===== config.mk =====
export PLATFORM = sky130hd
export DESIGN_NAME = seq_divider_flat
export DESIGN_NICKNAME = d
export VERILOG_FILES = /design/src/rtl/seq_divider_if.sv /design/src/rtl/seq_divider.sv /design/src/flat_wrapper.sv
export SDC_FILE = /design/constraint.sdc
export NUM_CORES = 1
export LEC_CHECK = 0
export CAP_MARGIN = 10
export CORE_UTILIZATION = 60
export CTS_BUF_LIST = sky130_fd_sc_hd__clkbuf_8
export DETAILED_ROUTE_END_ITERATION = 7
export HOLD_SLACK_MARGIN = 0.15
export PLACE_DENSITY = 0.87
export SLEW_MARGIN = 40
export SYNTH_ARGS = -nofsm -noshare
export SYNTH_HDL_FRONTEND = slang
export SYNTH_SLANG_ARGS = --single-unit

===== constraint.sdc =====
create_clock -name clk -period 4.7 [get_ports clk]
set_input_delay 0.47 -clock clk [delete_from_list [all_inputs] [get_ports clk]]
set_output_delay 0.47 -clock clk [all_outputs]
set_load 0.03 [all_outputs]

===== src/rtl/seq_divider_if.sv =====
// Handshake bundle for seq_divider: operand request channel and result channel.
// master drives operands and out_ready; slave is the divider itself.
interface seq_divider_if #(
    parameter int DIVIDEND_W = 8,
    parameter int DIVISOR_W  = 4
);
    logic                  in_valid;
    logic                  in_ready;
    logic [DIVIDEND_W-1:0] dividend;
    logic [DIVISOR_W-1:0]  divisor;
    logic                  out_valid;
    logic                  out_ready;
    logic [DIVIDEND_W-1:0] quotient;
    logic [DIVISOR_W-1:0]  remainder;
    logic                  div_by_zero;

    modport master (
        output in_valid, dividend, divisor, out_ready,
        input  in_ready, out_valid, quotient, remainder, div_by_zero
    );

    modport slave (
        input  in_valid, dividend, divisor, out_ready,
        output in_ready, out_valid, quotient, remainder, div_by_zero
    );
endinterface


===== src/rtl/seq_divider.sv =====
// Iterative unsigned restoring divider, one quotient bit per clock, MSB first.
// Results land in dedicated output registers one cycle after the last iteration.
module seq_divider #(
    parameter int DIVIDEND_W = 8,
    parameter int DIVISOR_W  = 4
) (
    input  logic        clk,
    input  logic        rst_n,
    seq_divider_if.slave bus
);
    localparam int CW = $clog2(DIVIDEND_W);
    localparam logic [CW-1:0] CNT_INIT = CW'(DIVIDEND_W - 1);

    typedef enum logic [1:0] {IDLE, BUSY, DONE} state_e;

    state_e                state_q, state_d;
    logic [CW-1:0]         cnt_q, cnt_d;
    logic [DIVIDEND_W-1:0] dvd_q, dvd_d;
    logic [DIVISOR_W-1:0]  dvs_q, dvs_d;
    logic [DIVISOR_W-1:0]  part_q, part_d;
    logic [DIVIDEND_W-1:0] qw_q, qw_d;
    logic                  dbz_w_q, dbz_w_d;
    logic                  in_ready_q, in_ready_d;
    logic                  out_valid_q, out_valid_d;
    logic [DIVIDEND_W-1:0] quotient_q, quotient_d;
    logic [DIVISOR_W-1:0]  remainder_q, remainder_d;
    logic                  div_by_zero_q, div_by_zero_d;

    logic [DIVISOR_W:0]    trial, diff;
    logic                  ge;

    always_comb begin
        state_d       = state_q;
        cnt_d         = cnt_q;
        dvd_d         = dvd_q;
        dvs_d         = dvs_q;
        part_d        = part_q;
        qw_d          = qw_q;
        dbz_w_d       = dbz_w_q;
        in_ready_d    = in_ready_q;
        out_valid_d   = out_valid_q;
        quotient_d    = quotient_q;
        remainder_d   = remainder_q;
        div_by_zero_d = div_by_zero_q;

        // Partial remainder stays below the divisor, so the difference fits back in DIVISOR_W bits.
        trial = {part_q, dvd_q[cnt_q]};
        diff  = trial - {1'b0, dvs_q};
        ge    = (trial >= {1'b0, dvs_q});

        case (state_q)
            IDLE: begin
                if (bus.in_valid && in_ready_q) begin
                    dvd_d      = bus.dividend;
                    dvs_d      = bus.divisor;
                    part_d     = '0;
                    cnt_d      = CNT_INIT;
                    in_ready_d = 1'b0;
                    if (bus.divisor == '0) begin
                        qw_d    = '1;
                        dbz_w_d = 1'b1;
                        state_d = DONE;
                    end else begin
                        qw_d    = '0;
                        dbz_w_d = 1'b0;
                        state_d = BUSY;
                    end
                end
            end
            BUSY: begin
                part_d      = ge ? diff[DIVISOR_W-1:0] : trial[DIVISOR_W-1:0];
                qw_d[cnt_q] = ge;
                cnt_d       = cnt_q - CW'(1);
                if (cnt_q == '0) state_d = DONE;
            end
            DONE: begin
                if (!out_valid_q) begin
                    quotient_d    = qw_q;
                    remainder_d   = part_q;
                    div_by_zero_d = dbz_w_q;
                    out_valid_d   = 1'b1;
                end else if (bus.out_ready) begin
                    out_valid_d = 1'b0;
                    in_ready_d  = 1'b1;
                    state_d     = IDLE;
                end
            end
            default: begin
                state_d     = IDLE;
                in_ready_d  = 1'b1;
                out_valid_d = 1'b0;
            end
        endcase
    end

    always_ff @(posedge clk or negedge rst_n) begin
        if (!rst_n) begin
            state_q       <= IDLE;
            cnt_q         <= '0;
            dvd_q         <= '0;
            dvs_q         <= '0;
            part_q        <= '0;
            qw_q          <= '0;
            dbz_w_q       <= 1'b0;
            in_ready_q    <= 1'b1;
            out_valid_q   <= 1'b0;
            quotient_q    <= '0;
            remainder_q   <= '0;
            div_by_zero_q <= 1'b0;
        end else begin
            state_q       <= state_d;
            cnt_q         <= cnt_d;
            dvd_q         <= dvd_d;
            dvs_q         <= dvs_d;
            part_q        <= part_d;
            qw_q          <= qw_d;
            dbz_w_q       <= dbz_w_d;
            in_ready_q    <= in_ready_d;
            out_valid_q   <= out_valid_d;
            quotient_q    <= quotient_d;
            remainder_q   <= remainder_d;
            div_by_zero_q <= div_by_zero_d;
        end
    end

    assign bus.in_ready    = in_ready_q;
    assign bus.out_valid   = out_valid_q;
    assign bus.quotient    = quotient_q;
    assign bus.remainder   = remainder_q;
    assign bus.div_by_zero = div_by_zero_q;
endmodule


===== src/flat_wrapper.sv =====
// flat-port wrapper written by rule: the top's interface ports become plain ports
module seq_divider_flat 
#(
    parameter int DIVIDEND_W = 8,
    parameter int DIVISOR_W  = 4
)
  (clk, rst_n, bus_in_valid, bus_dividend, bus_divisor, bus_out_ready, bus_in_ready, bus_out_valid, bus_quotient, bus_remainder, bus_div_by_zero);
  seq_divider_if #(.DIVIDEND_W(DIVIDEND_W), .DIVISOR_W(DIVISOR_W)) bus_i ();
  input  logic clk;
  input  logic rst_n;
  input wire logic [$bits(bus_i.in_valid)-1:0] bus_in_valid;
  input wire logic [$bits(bus_i.dividend)-1:0] bus_dividend;
  input wire logic [$bits(bus_i.divisor)-1:0] bus_divisor;
  input wire logic [$bits(bus_i.out_ready)-1:0] bus_out_ready;
  output wire logic [$bits(bus_i.in_ready)-1:0] bus_in_ready;
  output wire logic [$bits(bus_i.out_valid)-1:0] bus_out_valid;
  output wire logic [$bits(bus_i.quotient)-1:0] bus_quotient;
  output wire logic [$bits(bus_i.remainder)-1:0] bus_remainder;
  output wire logic [$bits(bus_i.div_by_zero)-1:0] bus_div_by_zero;
  assign bus_i.in_valid = bus_in_valid;
  assign bus_i.dividend = bus_dividend;
  assign bus_i.divisor = bus_divisor;
  assign bus_i.out_ready = bus_out_ready;
  assign bus_in_ready = bus_i.in_ready;
  assign bus_out_valid = bus_i.out_valid;
  assign bus_quotient = bus_i.quotient;
  assign bus_remainder = bus_i.remainder;
  assign bus_div_by_zero = bus_i.div_by_zero;
  seq_divider #(.DIVIDEND_W(DIVIDEND_W), .DIVISOR_W(DIVISOR_W)) u_core (.clk(clk), .rst_n(rst_n), .bus(bus_i));
endmodule

# Word level (Yosys, flattened, before mapping)
# Cells that the tools add are included.
dict set report totals {
  inputBits 16
  register_bits 45
  word_cells 64
}
dict set report classes {
  muxes 27
  addsub 2
  n_reduce_logical 12
  n_eq_ne 6
  n_bitwise 2
  n_lt_le_gt_ge 3
}
# op n
set op_table {}
lappend op_table {{two-way mux 8 bit} 2}
lappend op_table {{one-hot mux 8 bit (2 select lines)} 1}
lappend op_table {{two-way mux 2 bit} 5}
lappend op_table {{bitwise mux 8 bit} 1}
lappend op_table {{two-way mux 1 bit} 8}
lappend op_table {{two-way mux 4 bit} 2}
lappend op_table {{one-hot mux 4 bit (2 select lines)} 1}
lappend op_table {{AND reduction 4 bit} 2}
lappend op_table {{!= test 2 x 1 -> 1 bit (second input constant)} 3}
lappend op_table {{one-hot mux 2 bit (3 select lines)} 1}
lappend op_table {{one-hot mux 3 bit (2 select lines)} 1}
lappend op_table {{AND reduction 2 bit} 3}
lappend op_table {{>= comparator 5 x 4 -> 1 bit} 1}
lappend op_table {{logical NOT 4 bit} 1}
lappend op_table {{less-than comparator 3 x 4 -> 1 bit (second input constant)} 1}
lappend op_table {{subtractor 4 bit} 1}
lappend op_table {{binary-select mux 1 bit (select 3 bit)} 1}
lappend op_table {{demux 1 bit (select 3 bit)} 1}
lappend op_table {{>= comparator 3 x 1 -> 1 bit (second input constant)} 1}
lappend op_table {{logical NOT 3 bit} 1}
lappend op_table {{two-way mux 3 bit} 1}
lappend op_table {{one-hot mux 1 bit (3 select lines)} 1}
lappend op_table {{subtractor 3 x 1 -> 3 bit (second input constant)} 1}
lappend op_table {{== test 2 x 1 -> 1 bit (second input constant)} 1}
lappend op_table {{other kinds (8)} 10}

# Logic depth before layout (Yosys ltp)
dict set report logic_depth {
  depth_word 6
  mapped_depth 10
}

# Worst setup path after synthesis
# OpenSTA, ideal clock, no wires.
dict set report synth_timing {
  path_type {reg-to-reg}
  from {reg u_core.cnt_q[0]}
  to {reg u_core.part_q[0]}
  n_path_buf 2
  required_ns 4.626
  setup_time_ns 0.074
  arrival_time_ns 2.182
  synth_period_minus_slack_ns 2.256
  stages_incl_launch_ff 10
  slack_ns 2.444
  path_cell_list {dfrtp_1 > buf_6 > mux4_2 > mux2i_4 > ha_1 > o21ai_0 > a211o_1 > buf_6 > mux2_4 > o21ai_2}
}
dict set report synth_between {
  elab_chain_len 5
  word_cells_on_any_way 6
  classes_between {add/sub (1); order compare (1); mux (4)}
}
# item line_no
set synth_lines {}
lappend synth_lines {{start, declared} seq_divider.sv:17} ;# logic [CW-1:0] cnt_q, cnt_d;
lappend synth_lines {{start signal, assigned} seq_divider.sv:112} ;# cnt_q <= cnt_d;
lappend synth_lines {{binary-select mux 1 bit (select 3 bit) (*)} seq_divider.sv:47} ;# trial = {part_q, dvd_q[cnt_q]};
lappend synth_lines {{two-way mux 1 bit (implied by the code) (*)} seq_divider.sv:47}
lappend synth_lines {{subtractor 4 bit or >= comparator 5 x 4 -> 1 bit (tied branches)} {seq_divider.sv:48, seq_divider.sv:49}}
lappend synth_lines {{two-way mux 4 bit (*)} seq_divider.sv:71} ;# part_d = ge ? diff[DIVISOR_W-1:0] : trial[DIVISOR_W-1:0];
lappend synth_lines {{one-hot mux 4 bit (2 select lines) (*)} seq_divider.sv:51} ;# case (state_q)
lappend synth_lines {{end signal, assigned} seq_divider.sv:115} ;# part_q <= part_d;
lappend synth_lines {{end, declared} seq_divider.sv:20} ;# logic [DIVISOR_W-1:0] part_q, part_d;
# Every way passes the cells marked *; elsewhere a longest branch is shown, timed or not. The select of a mux whose other input is x is not followed.
# A chain may end at the register's enable or synchronous reset.

# Final worst setup path
# Same ends and word-level chain as after synthesis.

==> flow_summary.yaml <==
outcome:
  status: "finished clean"
layout:
  final_common_cell: "dfrtp_1"
  final_cells: 281
  final_cell_mix: "dfrtp_1 (44), nand2_1 (40), clkdlybuf4s50_1 (29)"
  design_area_mm2: 0.00259
  num_antenna_cells: 0
  drive_gt1_frac: 0.0936
  syn_to_final_growth_pct: 18.9
  nets: 257
timing:
  finalCritPeriodShare: 0.574
  post-route-min-period_ps: 2700
  finalClockSkew_ps: 5.79
  setup_ws_ps: 2000
  worst_pin_slew_ps: 749
  max_freq_mhz: 371
  finalHoldViolations: 0
  rsz0062_at_grt: "no"
  setup_violations: 0
  fin_tns_setup_ps: 0
  slew_viol_final: 0
  relSlewSlack: 0.501
yosys:
  synth-xor-area-share: 0.00804
  syn-cell-area_mm2: 0.00218
  synthCells: 207
  ys_ff_latch: 45
  synth_fa_ha_area_frac: 0.0437
  yosysWarnings: 0
  syn_area_per_cell_um2: 10.5
  ys_seq_area_frac: 0.518
  synth_top_family_by_area: "simple AND/OR/NAND/NOR gates"
  synth_cell_types: 40
  synth-simple-area-share: 0.165
  synthesis.nets: 230
  synth-compound-area-share: 0.102
  synthMuxAreaShare: 0.119
pwr:
  p_sw_frac: 0.389
  pwr-share-clk: 0.156
  power_density_mw_per_mm2: 720
  power_frac_seq: 0.378
  power.leakage_nw: 1.17
  combPwrFrac: 0.466
  finalPower_mw: 1.86
  p_int_mw: 1.14
  ir_drop_uv: 442
  p_switching_uw: 726
worst_setup_path:
  crit_chain: "mux4_2 -> mux2i_4 -> ha_1 -> o21ai_0 -> a211o_1 -> mux2_4 -> o21ai_2"
  cp_slowest_stage_delay_ps: 600
  required_ps: 4920
  critical_path_class: "flop to flop"
  end_kind: "flop"
  crit_fanout: 10
  crit_arrival_ps: 2920
  slowest_stage: "mux4_2"
  start_kind: "flop"
cts:
  htreeDepth: 2
  root_buffer: "clkbuf_8"
  ctsHoldBuffers: 0
  clock_path_buffers: 2
  clkLatencyLatePin_ps: 300
  cts_setup_buffers: 0
  cts_tree: "done"
  clk_pin_slew_ps: 80
  cts_resized: 0
  cts_made_buffers: 5
  cts_sinks: 45
floorplan:
  fp.dieW_um: 62.3
  rows: 21
  core_mm2: 0.00342
  die_h_um: 62.3
  die-area_mm2: 0.00388
  initial_core_util: 0.638
  ios: 31
routing:
  vias_per_cell: 5.58
  firstDrtPassIters: 4
  antenna_left: 0
  vias: 1567
  wire_per_inst_um: 13.7
  drc: 0
  finalWirelength_mm: 3.85
  drtIter0Drc: 39
placement:
  pre_cts_slack_ps: 2030
  dp_hpwl_mm: 2.75
  placed_cell_area_mm2: 0.00247
  port_buffers: 30
  gp_congestion: 0.872
  post-place-cells: 273
global_routing:
  grt_max_degree: 46
  grt_use_total: 0.239
  grt_pass1_vias: 1555
  overflow: 0
  grt_pass1_wl_mm: 7.11
  antenna_found_initial: 0
run:
  maxCapViolCount: 0
hold_path:
  hold_class: "input port to asynchronous set/reset pin"
## worst max-delay path: cells and delay by family (launching register included)
| kind | cells | cell delay [ps] |
|---|---|---|
| muxes | 3 | 1110 |
| AOI/OAI and AO/OA | 3 | 670 |
| adders and majority gates | 1 | 260 |
| DFF | 1 | 570 |
## sequential cells by signal (all words and copies together), names as in the netlist
name and cells:
u_core.bus.div_by_zero 1, u_core.part_q 4, u_core.bus.in_ready 1, u_core.qw_q 8
u_core.state_q 2, u_core.bus.quotient 8, u_core.cnt_q 3, u_core.dvd_q 8
u_core.dbz_w_q 1, u_core.dvs_q 4, u_core.bus.remainder 4, u_core.bus.out_valid 1
## cell usage after synthesis, drive strengths merged
master / count / area, um^2
nand3b: 1 / 7.51
mux2i: 4 / 52.6
nand2: 40 / 150
dfstp: 1 / 26.3
buf: 9 / 62.6
and2b: 1 / 8.76
o31ai: 1 / 7.51
or2: 1 / 6.26
nand3: 5 / 25.0
or4: 1 / 11.3
nor3: 11 / 65.1
inv: 8 / 30.0
xor2: 2 / 17.5
clkbuf: 1 / 3.75
o22a: 1 / 8.76
fa: 1 / 20.0
o21ai: 16 / 83.8
a31oi: 5 / 31.3
and2: 1 / 6.26
nand2b: 3 / 18.8
dfrtp: 44 / 1100
a21oi: 9 / 45.0
mux2: 14 / 161
nor4: 3 / 18.8
a211oi: 4 / 30.0
nor2: 9 / 33.8
mux4: 2 / 45.0
ha: 6 / 75.1
o21a: 1 / 7.51
a211o: 1 / 8.76
and3b: 1 / 8.76
## final cells by class
class / count / area [um^2]
Timing Repair Buffer: 30 / 298
Sequential cell: 45 / 1130
Tap cell: 46 / 57.6
Multi-Input combinational cell: 144 / 961
Fill cell: 240 / 826
Inverter: 8 / 30.0
Clock inverter: 2 / 33.8
Clock buffer: 6 / 82.6
## per-stage QoR
stage / utilization / hold WS [ps]
final: 0.758 / 150
after CTS: 0.758 / 170
after global routing: 0.758 / 200
after global placement: 0.722 / 454
after detailed placement: 0.724 / 462
after floorplan: - / 174
## layer usage
layer	global-route usage	wire, um
met5	0	0
met4	0.108	114
met3	0.0588	162
met2	0.398	1870
met1	0.297	1700
## path summary, 6_finish.rpt
path,slack [ps],to,startpoint,cells past startpoint
hold / removal,150,u_core.bus.remainder[2],rst_n,1
setup / recovery,2000,u_core.part_q[0],u_core.cnt_q[0],7
max in group asynchronous,4170,u_core.bus.in_ready,rst_n,1
min in group clk,480,u_core.dvd_q[5],u_core.dvd_q[5],2
hold reg to reg,480,u_core.dvd_q[5],u_core.dvd_q[5],2
setup reg to reg,2000,u_core.part_q[0],u_core.cnt_q[0],7
## kinds of logic after synthesis
logic type	after synthesis
compound gates	38
xor+xnor	2
fa+ha+maj	7
buf+inv	18
flops	45
mux	20
simple gates	77
## power groups by stage
stage | logic [mW] | registers (mW) | clock network (mW)
6_report | 0.868 | 0.705 | 0.292
5_1_grt | 0.965 | 0.736 | 0.316
4_1_cts | 0.875 | 0.705 | 0.297
3_5_place_dp | 0.866 | 0.713 | 0
3_3_place_gp | 0.837 | 0.696 | 0
2_1_floorplan | 0.602 | 0.763 | 0
Power figures use the tool's default switching activity.
